## src/rtl/alu_seq_ctrl_pkg.sv

```systemverilog
// -----------------------------------------------------------------------------
// alu_seq_ctrl_pkg
// Shared definitions for the ALU sequencing controller:
//   - FSM state encoding (IDLE/READ/SHIFT/EXEC/WB)
//   - ALU operation codes, including the flag-only compare range 8..11
//   - shifter operation codes
//   - bit positions of N, Z, C, V inside a 4-bit flag vector
// -----------------------------------------------------------------------------
package alu_seq_ctrl_pkg;

    typedef enum logic [2:0] {
        ST_IDLE  = 3'd0,
        ST_READ  = 3'd1,
        ST_SHIFT = 3'd2,
        ST_EXEC  = 3'd3,
        ST_WB    = 3'd4
    } state_t;

    localparam logic [3:0] ALU_AND = 4'd0;
    localparam logic [3:0] ALU_EOR = 4'd1;
    localparam logic [3:0] ALU_SUB = 4'd2;
    localparam logic [3:0] ALU_RSB = 4'd3;
    localparam logic [3:0] ALU_ADD = 4'd4;
    localparam logic [3:0] ALU_ADC = 4'd5;
    localparam logic [3:0] ALU_SBC = 4'd6;
    localparam logic [3:0] ALU_RSC = 4'd7;
    localparam logic [3:0] ALU_TST = 4'd8;
    localparam logic [3:0] ALU_TEQ = 4'd9;
    localparam logic [3:0] ALU_CMP = 4'd10;
    localparam logic [3:0] ALU_CMN = 4'd11;
    localparam logic [3:0] ALU_ORR = 4'd12;
    localparam logic [3:0] ALU_MOV = 4'd13;
    localparam logic [3:0] ALU_BIC = 4'd14;
    localparam logic [3:0] ALU_MVN = 4'd15;

    localparam logic [3:0] ALU_CMP_LO = 4'd8;
    localparam logic [3:0] ALU_CMP_HI = 4'd11;

    localparam logic [2:0] SHIFT_LSL = 3'd0;
    localparam logic [2:0] SHIFT_LSR = 3'd1;
    localparam logic [2:0] SHIFT_ASR = 3'd2;
    localparam logic [2:0] SHIFT_ROR = 3'd3;
    localparam logic [2:0] SHIFT_RRX = 3'd4;

    localparam int NZCV_N = 3;
    localparam int NZCV_Z = 2;
    localparam int NZCV_C = 1;
    localparam int NZCV_V = 0;

    // Compare-class ops only produce flags and never write the destination.
    function automatic logic is_compare(input logic [3:0] op);
        return (op >= ALU_CMP_LO) && (op <= ALU_CMP_HI);
    endfunction

endpackage

```

## src/rtl/alu_seq_fsm.sv

```systemverilog
// -----------------------------------------------------------------------------
// alu_seq_fsm
// Sequencing state machine: IDLE -> READ -> SHIFT -> EXEC -> WB -> IDLE.
// A command is taken only in IDLE; every other state lasts exactly one cycle.
// Ports:
//   clk, rst   : clock, asynchronous active-high reset
//   cmd_valid  : command offered by upstream
//   state      : current state (registered)
//   cmd_ready  : high in IDLE while reset is released
//   busy       : registered, high in every non-IDLE state
// -----------------------------------------------------------------------------
module alu_seq_fsm
    import alu_seq_ctrl_pkg::*;
(
    input  logic   clk,
    input  logic   rst,
    input  logic   cmd_valid,
    output state_t state,
    output logic   cmd_ready,
    output logic   busy
);

    // Ready is qualified with rst so it reads low for the whole reset pulse.
    assign cmd_ready = (state == ST_IDLE) && !rst;

    // State register with next-state decode; busy tracks the state it enters.
    always_ff @(posedge clk or posedge rst) begin
        if (rst) begin
            state <= ST_IDLE;
            busy  <= 1'b0;
        end else begin
            case (state)
                ST_IDLE: begin
                    if (cmd_valid) begin
                        state <= ST_READ;
                        busy  <= 1'b1;
                    end else begin
                        state <= ST_IDLE;
                        busy  <= 1'b0;
                    end
                end
                ST_READ: begin
                    state <= ST_SHIFT;
                    busy  <= 1'b1;
                end
                ST_SHIFT: begin
                    state <= ST_EXEC;
                    busy  <= 1'b1;
                end
                ST_EXEC: begin
                    state <= ST_WB;
                    busy  <= 1'b1;
                end
                ST_WB: begin
                    state <= ST_IDLE;
                    busy  <= 1'b0;
                end
                default: begin
                    state <= ST_IDLE;
                    busy  <= 1'b0;
                end
            endcase
        end
    end

endmodule

```

## src/rtl/alu_seq_ctrl.sv

```systemverilog
// -----------------------------------------------------------------------------
// alu_seq_ctrl
// Sequences one data-processing command through an external register file,
// barrel shifter and ALU: read operands, shift, execute, write back.
// Every per-state output is a register loaded on the edge that enters its
// state and cleared on the edge that leaves it, so it is valid for exactly
// that state and 0 otherwise.
// Ports:
//   clk, rst                 : clock, asynchronous active-high reset
//   cmd_*                    : command handshake and fields (latched on accept)
//   r_addr_a/b/c, r_data_a/b/c : register-file read (Rn, Rm, Rs), valid in READ
//   shift_*                  : shifter request (valid in SHIFT) and result
//   alu_*                    : ALU request (valid in EXEC) and result
//   w_addr, w_data, write_reg: write-back, valid in WB
//   nzcv                     : architectural flags (N,Z,C,V)
//   done, busy               : completion pulse in WB, busy in non-IDLE states
// Configuration:
//   ALU_SEQ_OPCNT_EN         : adds op_count, a 16-bit wrapping count of WBs
// -----------------------------------------------------------------------------
module alu_seq_ctrl
    import alu_seq_ctrl_pkg::*;
#(
    parameter int W = 32
) (
    input  logic         clk,
    input  logic         rst,
    input  logic         cmd_valid,
    output logic         cmd_ready,
    input  logic [3:0]   cmd_alu_op,
    input  logic [2:0]   cmd_shift_op,
    input  logic         cmd_shift_reg,
    input  logic [7:0]   cmd_shift_imm,
    input  logic         cmd_s,
    input  logic [3:0]   cmd_rn,
    input  logic [3:0]   cmd_rm,
    input  logic [3:0]   cmd_rs,
    input  logic [3:0]   cmd_rd,
    output logic [3:0]   r_addr_a,
    output logic [3:0]   r_addr_b,
    output logic [3:0]   r_addr_c,
    input  logic [W-1:0] r_data_a,
    input  logic [W-1:0] r_data_b,
    input  logic [W-1:0] r_data_c,
    output logic [W-1:0] shift_data,
    output logic [7:0]   shift_num,
    output logic [2:0]   shift_op,
    output logic         shift_cin,
    input  logic [W-1:0] shift_out,
    input  logic         shift_cout,
    output logic [W-1:0] alu_a,
    output logic [W-1:0] alu_b,
    output logic [3:0]   alu_op,
    output logic         alu_scout,
    output logic         alu_c,
    output logic         alu_v,
    input  logic [W-1:0] alu_f,
    input  logic [3:0]   alu_nzcv,
    output logic [3:0]   w_addr,
    output logic [W-1:0] w_data,
    output logic         write_reg,
    output logic [3:0]   nzcv,
    output logic         done,
    output logic         busy
`ifdef ALU_SEQ_OPCNT_EN
    ,
    output logic [15:0]  op_count
`endif
);

    state_t state;

    // Latched command fields. Rn/Rm/Rs go straight into r_addr_*.
    logic [3:0] alu_op_r;
    logic [2:0] shift_op_r;
    logic       shift_reg_r;
    logic [7:0] shift_imm_r;
    logic       s_r;
    logic [3:0] rd_r;

    // Operand A held from READ until it is handed to the ALU.
    logic [W-1:0] op_a_r;
    // ALU flags held from EXEC until the WB -> IDLE edge.
    logic [3:0]   flags_r;

    // Only the low byte of Rs is a shift count; the rest is ignored.
    logic unused_rs_bits;
    assign unused_rs_bits = ^r_data_c[W-1:8];

    alu_seq_fsm u_fsm (
        .clk       (clk),
        .rst       (rst),
        .cmd_valid (cmd_valid),
        .state     (state),
        .cmd_ready (cmd_ready),
        .busy      (busy)
    );

    // Datapath latches and per-state registered outputs.
    always_ff @(posedge clk or posedge rst) begin
        if (rst) begin
            alu_op_r    <= 4'd0;
            shift_op_r  <= 3'd0;
            shift_reg_r <= 1'b0;
            shift_imm_r <= 8'd0;
            s_r         <= 1'b0;
            rd_r        <= 4'd0;
            op_a_r      <= '0;
            flags_r     <= 4'd0;
            r_addr_a    <= 4'd0;
            r_addr_b    <= 4'd0;
            r_addr_c    <= 4'd0;
            shift_data  <= '0;
            shift_num   <= 8'd0;
            shift_op    <= 3'd0;
            shift_cin   <= 1'b0;
            alu_a       <= '0;
            alu_b       <= '0;
            alu_op      <= 4'd0;
            alu_scout   <= 1'b0;
            alu_c       <= 1'b0;
            alu_v       <= 1'b0;
            w_addr      <= 4'd0;
            w_data      <= '0;
            write_reg   <= 1'b0;
            done        <= 1'b0;
            nzcv        <= 4'd0;
        end else begin
            case (state)
                ST_IDLE: begin
                    // Accept condition matches the FSM's IDLE -> READ edge.
                    if (cmd_valid) begin
                        alu_op_r    <= cmd_alu_op;
                        shift_op_r  <= cmd_shift_op;
                        shift_reg_r <= cmd_shift_reg;
                        shift_imm_r <= cmd_shift_imm;
                        s_r         <= cmd_s;
                        rd_r        <= cmd_rd;
                        r_addr_a    <= cmd_rn;
                        r_addr_b    <= cmd_rm;
                        r_addr_c    <= cmd_rs;
                    end else begin
                        r_addr_a    <= 4'd0;
                        r_addr_b    <= 4'd0;
                        r_addr_c    <= 4'd0;
                    end
                end
                ST_READ: begin
                    op_a_r     <= r_data_a;
                    // shift_data doubles as the operand-B latch.
                    shift_data <= r_data_b;
                    // Counts of 32 and above pass through untouched.
                    shift_num  <= shift_reg_r ? r_data_c[7:0] : shift_imm_r;
                    shift_op   <= shift_op_r;
                    shift_cin  <= nzcv[NZCV_C];
                    r_addr_a   <= 4'd0;
                    r_addr_b   <= 4'd0;
                    r_addr_c   <= 4'd0;
                end
                ST_SHIFT: begin
                    // alu_b/alu_scout capture the shifter result for EXEC.
                    alu_a      <= op_a_r;
                    alu_b      <= shift_out;
                    alu_op     <= alu_op_r;
                    alu_scout  <= shift_cout;
                    alu_c      <= nzcv[NZCV_C];
                    alu_v      <= nzcv[NZCV_V];
                    shift_data <= '0;
                    shift_num  <= 8'd0;
                    shift_op   <= 3'd0;
                    shift_cin  <= 1'b0;
                end
                ST_EXEC: begin
                    flags_r   <= alu_nzcv;
                    done      <= 1'b1;
                    if (is_compare(alu_op_r)) begin
                        write_reg <= 1'b0;
                        w_addr    <= 4'd0;
                        w_data    <= '0;
                    end else begin
                        write_reg <= 1'b1;
                        w_addr    <= rd_r;
                        w_data    <= alu_f;
                    end
                    alu_a     <= '0;
                    alu_b     <= '0;
                    alu_op    <= 4'd0;
                    alu_scout <= 1'b0;
                    alu_c     <= 1'b0;
                    alu_v     <= 1'b0;
                end
                ST_WB: begin
                    done      <= 1'b0;
                    write_reg <= 1'b0;
                    w_addr    <= 4'd0;
                    w_data    <= '0;
                    if (s_r || is_compare(alu_op_r)) begin
                        nzcv <= flags_r;
                    end else begin
                        nzcv <= nzcv;
                    end
                end
                default: begin
                    done      <= 1'b0;
                    write_reg <= 1'b0;
                end
            endcase
        end
    end

`ifdef ALU_SEQ_OPCNT_EN
    // Completed-command counter, bumped on the edge leaving WB; wraps freely.
    always_ff @(posedge clk or posedge rst) begin
        if (rst) begin
            op_count <= 16'd0;
        end else if (state == ST_WB) begin
            op_count <= op_count + 16'd1;
        end else begin
            op_count <= op_count;
        end
    end
`endif

endmodule

```

## config.mk

```make
export PLATFORM = sky130hd
export DESIGN_NAME = alu_seq_ctrl
export DESIGN_NICKNAME = d
export VERILOG_FILES = /design/src/rtl/alu_seq_ctrl_pkg.sv /design/src/rtl/alu_seq_fsm.sv /design/src/rtl/alu_seq_ctrl.sv
export SDC_FILE = /design/constraint.sdc
export NUM_CORES = 1
export LEC_CHECK = 0
export ABC_AREA = 1
export CAP_MARGIN = 40
export CORE_MARGIN = 3
export CORE_UTILIZATION = 39
export CTS_CLUSTER_DIAMETER = 100
export DETAILED_ROUTE_END_ITERATION = 12
export GPL_TIMING_DRIVEN = 0
export HOLD_SLACK_MARGIN = 0.15
export PLACE_DENSITY = 0.81
export SYNTH_ARGS = -nofsm -noshare
export SYNTH_HDL_FRONTEND = slang
export SYNTH_SLANG_ARGS = --single-unit
```

## constraint.sdc

```tcl
create_clock -name clk -period 7.9 [get_ports clk]
set_clock_uncertainty 0.15 [all_clocks]
set_input_delay 1.58 -clock clk [delete_from_list [all_inputs] [get_ports clk]]
set_output_delay 1.58 -clock clk [all_outputs]
set_load 0.03 [all_outputs]
```

=== Word level (Yosys, flattened, before mapping) ===
Index checks and enable logic that the tools add are counted.

* Register bits after elaboration: 230
* Bits in latches: 0
* Bits in writable memories: 0
* Memory bits (read-only): 0
* Input bits: 201
* Output and inout bits: 171
* Logic and storage cells: 75
* Memories kept: 0

* $add $sub $neg: 0
* Multiply operators: 0
* Div/mod/pow operators: 0
* Magnitude comparators: 2
* Equal/unequal tests: 4
* Shift-type cells: 0
* Multiplexer cells: 28
* Bitwise gates (word level): 0
* Reduce and logical (&&, ||, !) cells: 13

{| class="wikitable"
|+ Operator list
! kind !! count
|-
| case mux 32 bit (2 select lines) || 4
|-
| case mux 4 bit (2 select lines) || 5
|-
| two-way mux 32 bit || 1
|-
| two-way mux 4 bit || 4
|-
| case mux 8 bit (2 select lines) || 1
|-
| case mux 1 bit (2 select lines) || 7
|-
| case mux 3 bit (4 select lines) || 1
|-
| two-way mux 8 bit || 1
|-
| nonzero test 2 bit || 4
|-
| == test 3 x 2 -> 1 bit, second input constant || 2
|-
| case mux 3 bit (2 select lines) || 1
|-
| OR reduction 3 bit || 2
|-
| >= comparator 4 bit, second input constant || 1
|-
| less-or-equal comparator 4 bit, second input constant || 1
|-
| AND reduction 2 bit || 2
|-
| == test 3 x 1 -> 1 bit, second input constant || 1
|-
| == test 3 bit, second input constant || 1
|-
| zero test 3 bit || 1
|-
| two-way mux 1 bit || 3
|-
| logical AND 1 bit || 2
|-
| zero test 1 bit || 1
|-
| logical OR 1 bit || 1
|}

=== Depth between registers and ports, before layout ===
Gate-level depths: netlist (run 1).

* Depth in word-level cells: 4
* Mapped depth: 7
* Mapped depth without buffers: 6

=== Cells and area by module ===
Synthesis (run 1) repeated with hierarchy kept, for this count alone.

* Cells, all modules: 1024
* Area total of the unflattened synthesis: 9359.0 um2

{| class="wikitable"
|+ By module, submodules not included
! module !! instances !! cells each !! area an instance (um2) !! seq. area each (um2)
|-
| alu_seq_ctrl || 1 || 1005 || 9196.3 || 5655.4
|-
| alu_seq_fsm || 1 || 19 || 162.7 || 100.1
|}

=== Worst setup path after synthesis (run 1) ===
OpenSTA, ideal clock, no wires.

* Kind: input to output
* Start point: in rst
* End point: out cmd_ready
* Data arrival time: 1993 ps
* Required time: 6170 ps
* Slack: 4177 ps
* Cell stages on the path: 1
* Path buffers: 0
* Path through: nor2_1

* Word-level cells in the longest chain between the ends: 2

{| class="wikitable"
|+ RTL lines
! item !! line !! text
|-
| from (decl) || alu_seq_ctrl.sv:26 || <nowiki>input logic rst,</nowiki>
|-
| zero test 1 bit || alu_seq_fsm.sv:24 || <nowiki>assign cmd_ready = (state == ST_IDLE) && !rst;</nowiki>
|-
| logical AND 1 bit || alu_seq_fsm.sv:24 ||
|-
| to (decl) || alu_seq_ctrl.sv:28 || <nowiki>output logic cmd_ready,</nowiki>
|}

Every way passes these cells.

=== Worst setup path after layout (run 1) ===
Same ends and word-level chain as after synthesis.

==> flow_metrics.py, run 1 <==
metrics = {
    "run_status": {
        "status": "finished clean",
    },
    "clock_tree": {
        "cts.path.max_buffers": 3,
        "clock-sinks": 230,
        "insertion_delay_ns": 0.51,
        "cts_resized": 0,
        "htree_num_levels": 1,
        "root_buffer": "clkbuf_16",
        "cts_made_buffers": 25,
        "postCtsSetupBuffers": 0,
        "hold_buffers": 0,
        "cts_tree": "done",
        "cts.reportedPaths.clkPinSlew_ns": 0.06,
    },
    "route": {
        "viasPerCell": 4.93,
        "dr.pass1.iters": 5,
        "routed_wl_mm": 29.7,
        "post_drt_wl_per_cell_um": 17.4,
        "num_vias": 8406,
        "drt_iter0_markers": 513,
        "ant_nets": 0,
        "drc_errors": 0,
    },
    "sta": {
        "fin_tns_setup_ns": 0,
        "slew_headroom_pct": 59.9,
        "finalCritPeriodShare_pct": 57.9,
        "setup_viol": 0,
        "hold_viol_final": 0,
        "worst_hold_slack_ns": 0.321,
        "tightestPinTransition_ns": 0.601,
        "fin_crit_ns": 4.58,
        "clock.fmax_mhz": 218,
        "rsz0062_at_grt": "no",
        "slew_viol_final": 0,
    },
    "synth": {
        "syn_inst": 1021,
        "ys_seq_area_share_pct": 63.6,
        "yosysWarnings": 0,
        "synth_area_mm2": 0.00905,
        "synth_fp_nets": 1222,
        "yosys.cell_types.count": 15,
        "synth_largest_area_cell": "dfrtp_1",
        "yosys.area.top_type_share_pct": 63.6,
        "ys_top_cells_by_area": "dfrtp_1 64%, nand2_1 22%, nand3_1 9.3%",
        "ys_seq_elements": 230,
        "avgSynthCellArea_um2": 8.86,
    },
    "floorplan": {
        "initial_core_util_pct": 39.8,
        "die_area_mm2": 0.0251,
        "die_w_um": 158,
        "design.core.area_mm2": 0.0227,
        "fp-row-count": 55,
        "pin_count": 372,
        "die_y_um": 158,
    },
    "place": {
        "dpl.hpwl_mm": 22.1,
        "place.gp.congestion": 0.827,
        "port_buffers": 347,
        "placed_area_mm2": 0.0130,
    },
    "global_routing": {
        "grt_pass1_wl_mm": 45.3,
        "grt_usage_pct": 22.9,
        "grt_pass1_vias": 8680,
        "antenna_found_initial": 0,
        "grt_max_degree": 41,
        "gr-total-overflow": 0,
    },
    "hold_path": {
        "hp-class": "register to register",
    },
    "setup_path": {
        "end_kind": "primary output",
        "path_cells": "clkdlybuf4s50_1 > nor2_1 > clkdlybuf4s50_1",
        "startpoint_type": "primary input",
        "crit_arrival_ns": 2.85,
        "cp_max_fo": 2,
        "critPathRequiredTime_ns": 6.17,
        "cpMostUsedCell": "clkdlybuf4s50_1",
        "max_stage_delay_ns": 0.68,
        "cp_slowest_cell": "clkdlybuf4s50_1",
        "crit_type": "primary input to primary output",
    },
    "finish": {
        "fin_nets": 1603,
        "layout_commonest_cell": "nand2_1",
        "utilization_pct": 61.1,
        "syn2layout_area_growth_pct": 53.3,
        "stdcell_area_mm2": 0.0139,
        "layout_common_cells": "522 x nand2_1, 347 x clkdlybuf4s50_1, 230 x dfrtp_1, 168 x nand3_1, 42 x buf_2",
        "drive_above_1_share_pct": 7.39,
        "diodes": 0,
    },
    "power": {
        "powerDensity_mw_per_mm2": 434,
        "power_leakage_uw": 0.00697,
        "max-vdd-ir-drop_mv": 0.254,
        "total_power_uw": 6020,
    },
    "job": {
        "cap_viol_max_count": 0,
    },
}
-- critical path: cells and delay by family --
kind	cells	cell delay (ns)
buf+inv	2	1.14
simple gates	1	0.13
-- synth_stat cells (all sizes together) --
master	instances
nand2	522
dfrtp	230
nand3	171
buf	56
inv	19
o21ai	10
clkbuf	7
nor2	4
a21oi	1
o211ai	1
-- where the power goes --
group	internal (µW)	switching, µW	total, µW	leakage [µW]
logic	1060	1810	2880	0.00360
clock network	708	465	1170	0.000424
registers	1680	292	1970	0.00295
-- cell families after synthesis --
kind of cell / synth area share [%]
flops: 63.6
buf+inv: 4.15
compound gates: 0.692
simple gates: 31.5
-- through the flow --
| stage | setup WS (ns) | std cells |
|---|---|---|
| 2_1_floorplan | 3.16 | 1021 |
| 3_3_place_gp | 1.45 | 1653 |
| 3_5_place_dp | 3.32 | 1660 |
| 4_1_cts | 3.32 | 1705 |
| 5_1_grt | 3.25 | 1705 |
| 6_report | 3.32 | 1705 |
-- final cells by class --
class / instances / area (µm²)
flip-flops and latches: 230 / 5760
clock buffers: 38 / 774
repair buffers: 354 / 3620
clock inverters: 7 / 70.1
fillers: 1884 / 8840
inverters: 19 / 75.1
plain buffers: 63 / 304
multi-input cells: 709 / 2920
well taps: 285 / 357
-- final timing paths --
| path | start | endpoint | slack (ns) | cells after the start |
|---|---|---|---|---|
| hold reg to reg | rd_r[3]$_DFFE_PP0P_ | w_addr[3]$_DFFE_PP0P_ | 0.32 | 2 |
| min in group asynchronous | rst | r_addr_b[0]$_DFFE_PP0P_ | 1.30 | 2 |
| max in group asynchronous | rst | alu_b[11]$_DFFE_PP0P_ | 5.32 | 5 |
| setup / recovery | rst | cmd_ready | 3.32 | 3 |
| setup reg to reg | u_fsm.state[1]$_DFF_PP0_ | shift_data[4]$_DFFE_PP0P_ | 5.88 | 6 |
| hold / removal | rd_r[3]$_DFFE_PP0P_ | w_addr[3]$_DFFE_PP0P_ | 0.32 | 2 |
-- per-layer routing --
| metal | wire length (µm) | GRT usage [%] |
|---|---|---|
| met1 | 11600 | 27.0 |
| met2 | 14500 | 40.2 |
| met3 | 2490 | 6.17 |
| met4 | 1110 | 8.77 |
| met5 | 0 | 0 |
(Power assumes the default switching activity.)
==> inputs of run 2 (changes only) <==
Settings changed: CORE_UTILIZATION 39 to 43, PLACE_DENSITY 0.81 to 0.84.
Clock period 7.9 ns to 4.4 ns, I/O delays scaled along.
==> run 2 against run 1 <==
Compared with the run above:
- global-route usage is 2.0 points higher
- non-clock buffer count is 1 higher
- critical path depth grew 2
- total power is 79% higher
- design area is essentially flat
- die area decreased by 9.0%
- highest routed layer unchanged
- largest cell class unchanged
==> flow_metrics.py, run 2 (synthesis results as in run 1) <==
metrics = {
    "place": {
        "placed_area_mm2": 0.0131,
        "dpl.hpwl_mm": 21.5,
        "place.gp.congestion": 0.780,
        "port_buffers": 347,
        "dp_cells": 1646,
    },
    "setup_path": {
        "r2r_start": "u_fsm.state[1]$_DFF_PP0_",
        "crit_cells": 5,
        "crit_family": "buffers and inverters",
        "max_stage_delay_ns": 0.68,
        "rrSetupSlack_ns": 2.51,
        "critPathRequiredTime_ns": 3.37,
        "end_kind": "primary output",
        "crit_type": "register to primary output",
        "cp_max_fo": 10,
        "cp.buffers_inverters": 2,
        "path_cells": "nor2_1 > nand2_1 > clkbuf_1 > nor2_1 > clkdlybuf4s50_1",
        "r2r-end": "shift_num[5]$_DFFE_PP0P_",
        "cp_slowest_cell": "clkdlybuf4s50_1",
        "startpoint_type": "register",
        "crit_arrival_ns": 2.61,
        "cpMostUsedCell": "nor2_1",
        "reg2reg_depth": 7,
    },
    "sta": {
        "rsz0062_at_grt": "no",
        "fin_crit_ns": 3.64,
        "worst_hold_slack_ns": 0.313,
        "slew_headroom_pct": 60.4,
        "clock.fmax_mhz": 275,
        "slew_viol_final": 0,
        "hold_viol_final": 0,
        "finalCritPeriodShare_pct": 82.7,
        "tightestPinTransition_ns": 0.594,
        "setup_viol": 0,
    },
    "floorplan": {
        "die_w_um": 151,
        "pin_count": 372,
        "initial_core_util_pct": 44.3,
        "die_y_um": 151,
        "design.core.area_mm2": 0.0204,
        "die_area_mm2": 0.0228,
        "fp-row-count": 52,
    },
    "finish": {
        "stdcell_area_mm2": 0.0139,
        "n_fill_cell": 1577,
        "fin_cells": 1692,
        "fin_nets": 1604,
        "syn2layout_area_growth_pct": 53.5,
        "multi_input_area_mm2": 0.00292,
        "drive_above_1_share_pct": 7.25,
        "seq_area_mm2": 0.00576,
        "layout_common_cells": "522 x nand2_1, 347 x clkdlybuf4s50_1, 230 x dfrtp_1, 168 x nand3_1, 42 x buf_2",
        "layout_commonest_cell": "nand2_1",
    },
    "clock_tree": {
        "hold_buffers": 0,
        "clock-sinks": 230,
        "cts_tree": "done",
        "cts_resized": 0,
        "cts.reportedPaths.clkPinSlew_ns": 0.06,
        "root_buffer": "clkbuf_16",
        "insertion_delay_ns": 0.51,
        "cts.path.max_buffers": 3,
        "cts_made_buffers": 25,
        "htree_num_levels": 1,
        "postCtsSetupBuffers": 0,
    },
    "global_routing": {
        "grt_max_degree": 39,
        "gr-total-overflow": 0,
        "grt_pass1_vias": 8613,
        "antenna_found_initial": 1,
        "grt_usage_pct": 24.9,
        "grt_pass1_wl_mm": 44.6,
    },
    "route": {
        "ant_nets": 0,
        "viasPerCell": 5.00,
        "drc_errors": 0,
        "routed_wl_mm": 29.0,
        "num_vias": 8468,
        "drt_iter0_markers": 459,
        "post_drt_wl_per_cell_um": 17.2,
        "dr.pass1.iters": 5,
    },
    "hold_path": {
        "min_from": "op_a_r[22]$_DFFE_PP0N_",
        "hold_depth": 2,
        "hold_path_end": "alu_a[22]$_DFFE_PP0P_",
        "hp-class": "register to register",
    },
    "power": {
        "powerDensity_mw_per_mm2": 775,
        "max-vdd-ir-drop_mv": 0.446,
        "power_leakage_uw": 0.00698,
    },
    "job": {
        "cap_viol_max_count": 0,
    },
    "run_status": {
        "status": "finished clean",
    },
}
-- run 2: routing by layer --
layer / wire (µm) / vias to the layer above / track usage, %
met5: 0 / - / 0
met4: 1030 / 0 / 8.70
met3: 2690 / 63 / 7.45
met2: 14400 / 365 / 43.0
met1: 11000 / 4059 / 29.7
li1: - / 3981 / -
-- run 2: worst max path at each step --
stage                        startpoint              endpoint  slack [ns]
6_report       u_fsm.state[2]$_DFF_PP0_             cmd_ready        0.76
3_3_place_gp                        rst  alu_b[4]$_DFFE_PP0P_       -1.31
4_1_cts        u_fsm.state[2]$_DFF_PP0_             cmd_ready        0.75
3_5_place_dp                        rst             cmd_ready        1.22
5_1_grt        u_fsm.state[2]$_DFF_PP0_             cmd_ready        0.61
2_1_floorplan                       rst  alu_a[0]$_DFFE_PP0P_        0.36
-- run 2: area by class of cell --
class | count | area share, %
Antenna cell | 1 | 0.0180
Buffer | 63 | 2.19
Clock buffer | 37 | 5.26
Clock inverter | 8 | 0.703
Inverter | 19 | 0.541
Multi-Input combinational cell | 709 | 21.0
Sequential cell | 230 | 41.5
Tap cell | 270 | 2.43
Timing Repair Buffer | 355 | 26.4
-- run 2: stage by stage --
stage	TNS (ns)	utilization [%]	setup WS, ns	power (µW)
floorplan	0	-	0.362	6480
global placement	-299.63	63.0	-1.31	8540
detailed placement	0	63.9	1.22	8690
CTS	0	67.9	0.746	10900
global route	0	67.9	0.612	11400
finish	0	68.0	0.763	10800
-- run 2: report_power, final --
| part | internal (µW) | switching [µW] | leakage [µW] |
|---|---|---|---|
| clock | 1260 | 834 | 0.000411 |
| combinational | 1910 | 3240 | 0.00362 |
| sequential | 3010 | 503 | 0.00295 |
| total | 6190 | 4580 | 0.00698 |
-- run 2: worst reg2reg max path: cells and delay by family, from the launching register on --
family	cells	cell delay [ns]
buf+inv	4	0.78
flops	1	0.43
simple gates	3	0.47
==> inputs of run 3 (changes only) <==
Clock period 4.4 ns to 3.7 ns, I/O delays scaled along.
==> results of run 3 <==
Same layout as run 2 (identical final DEF). Status: finished clean.
Among the figures that moved: setup slack after placement 1.22 ns -> 0.746 ns; setup slack after layout 0.763 ns -> 0.203 ns; register-to-register setup slack 2.51 ns -> 1.81 ns; total power 10800 µW -> 12800 µW; worst IR drop on VDD 0.446 mV -> 0.530 mV
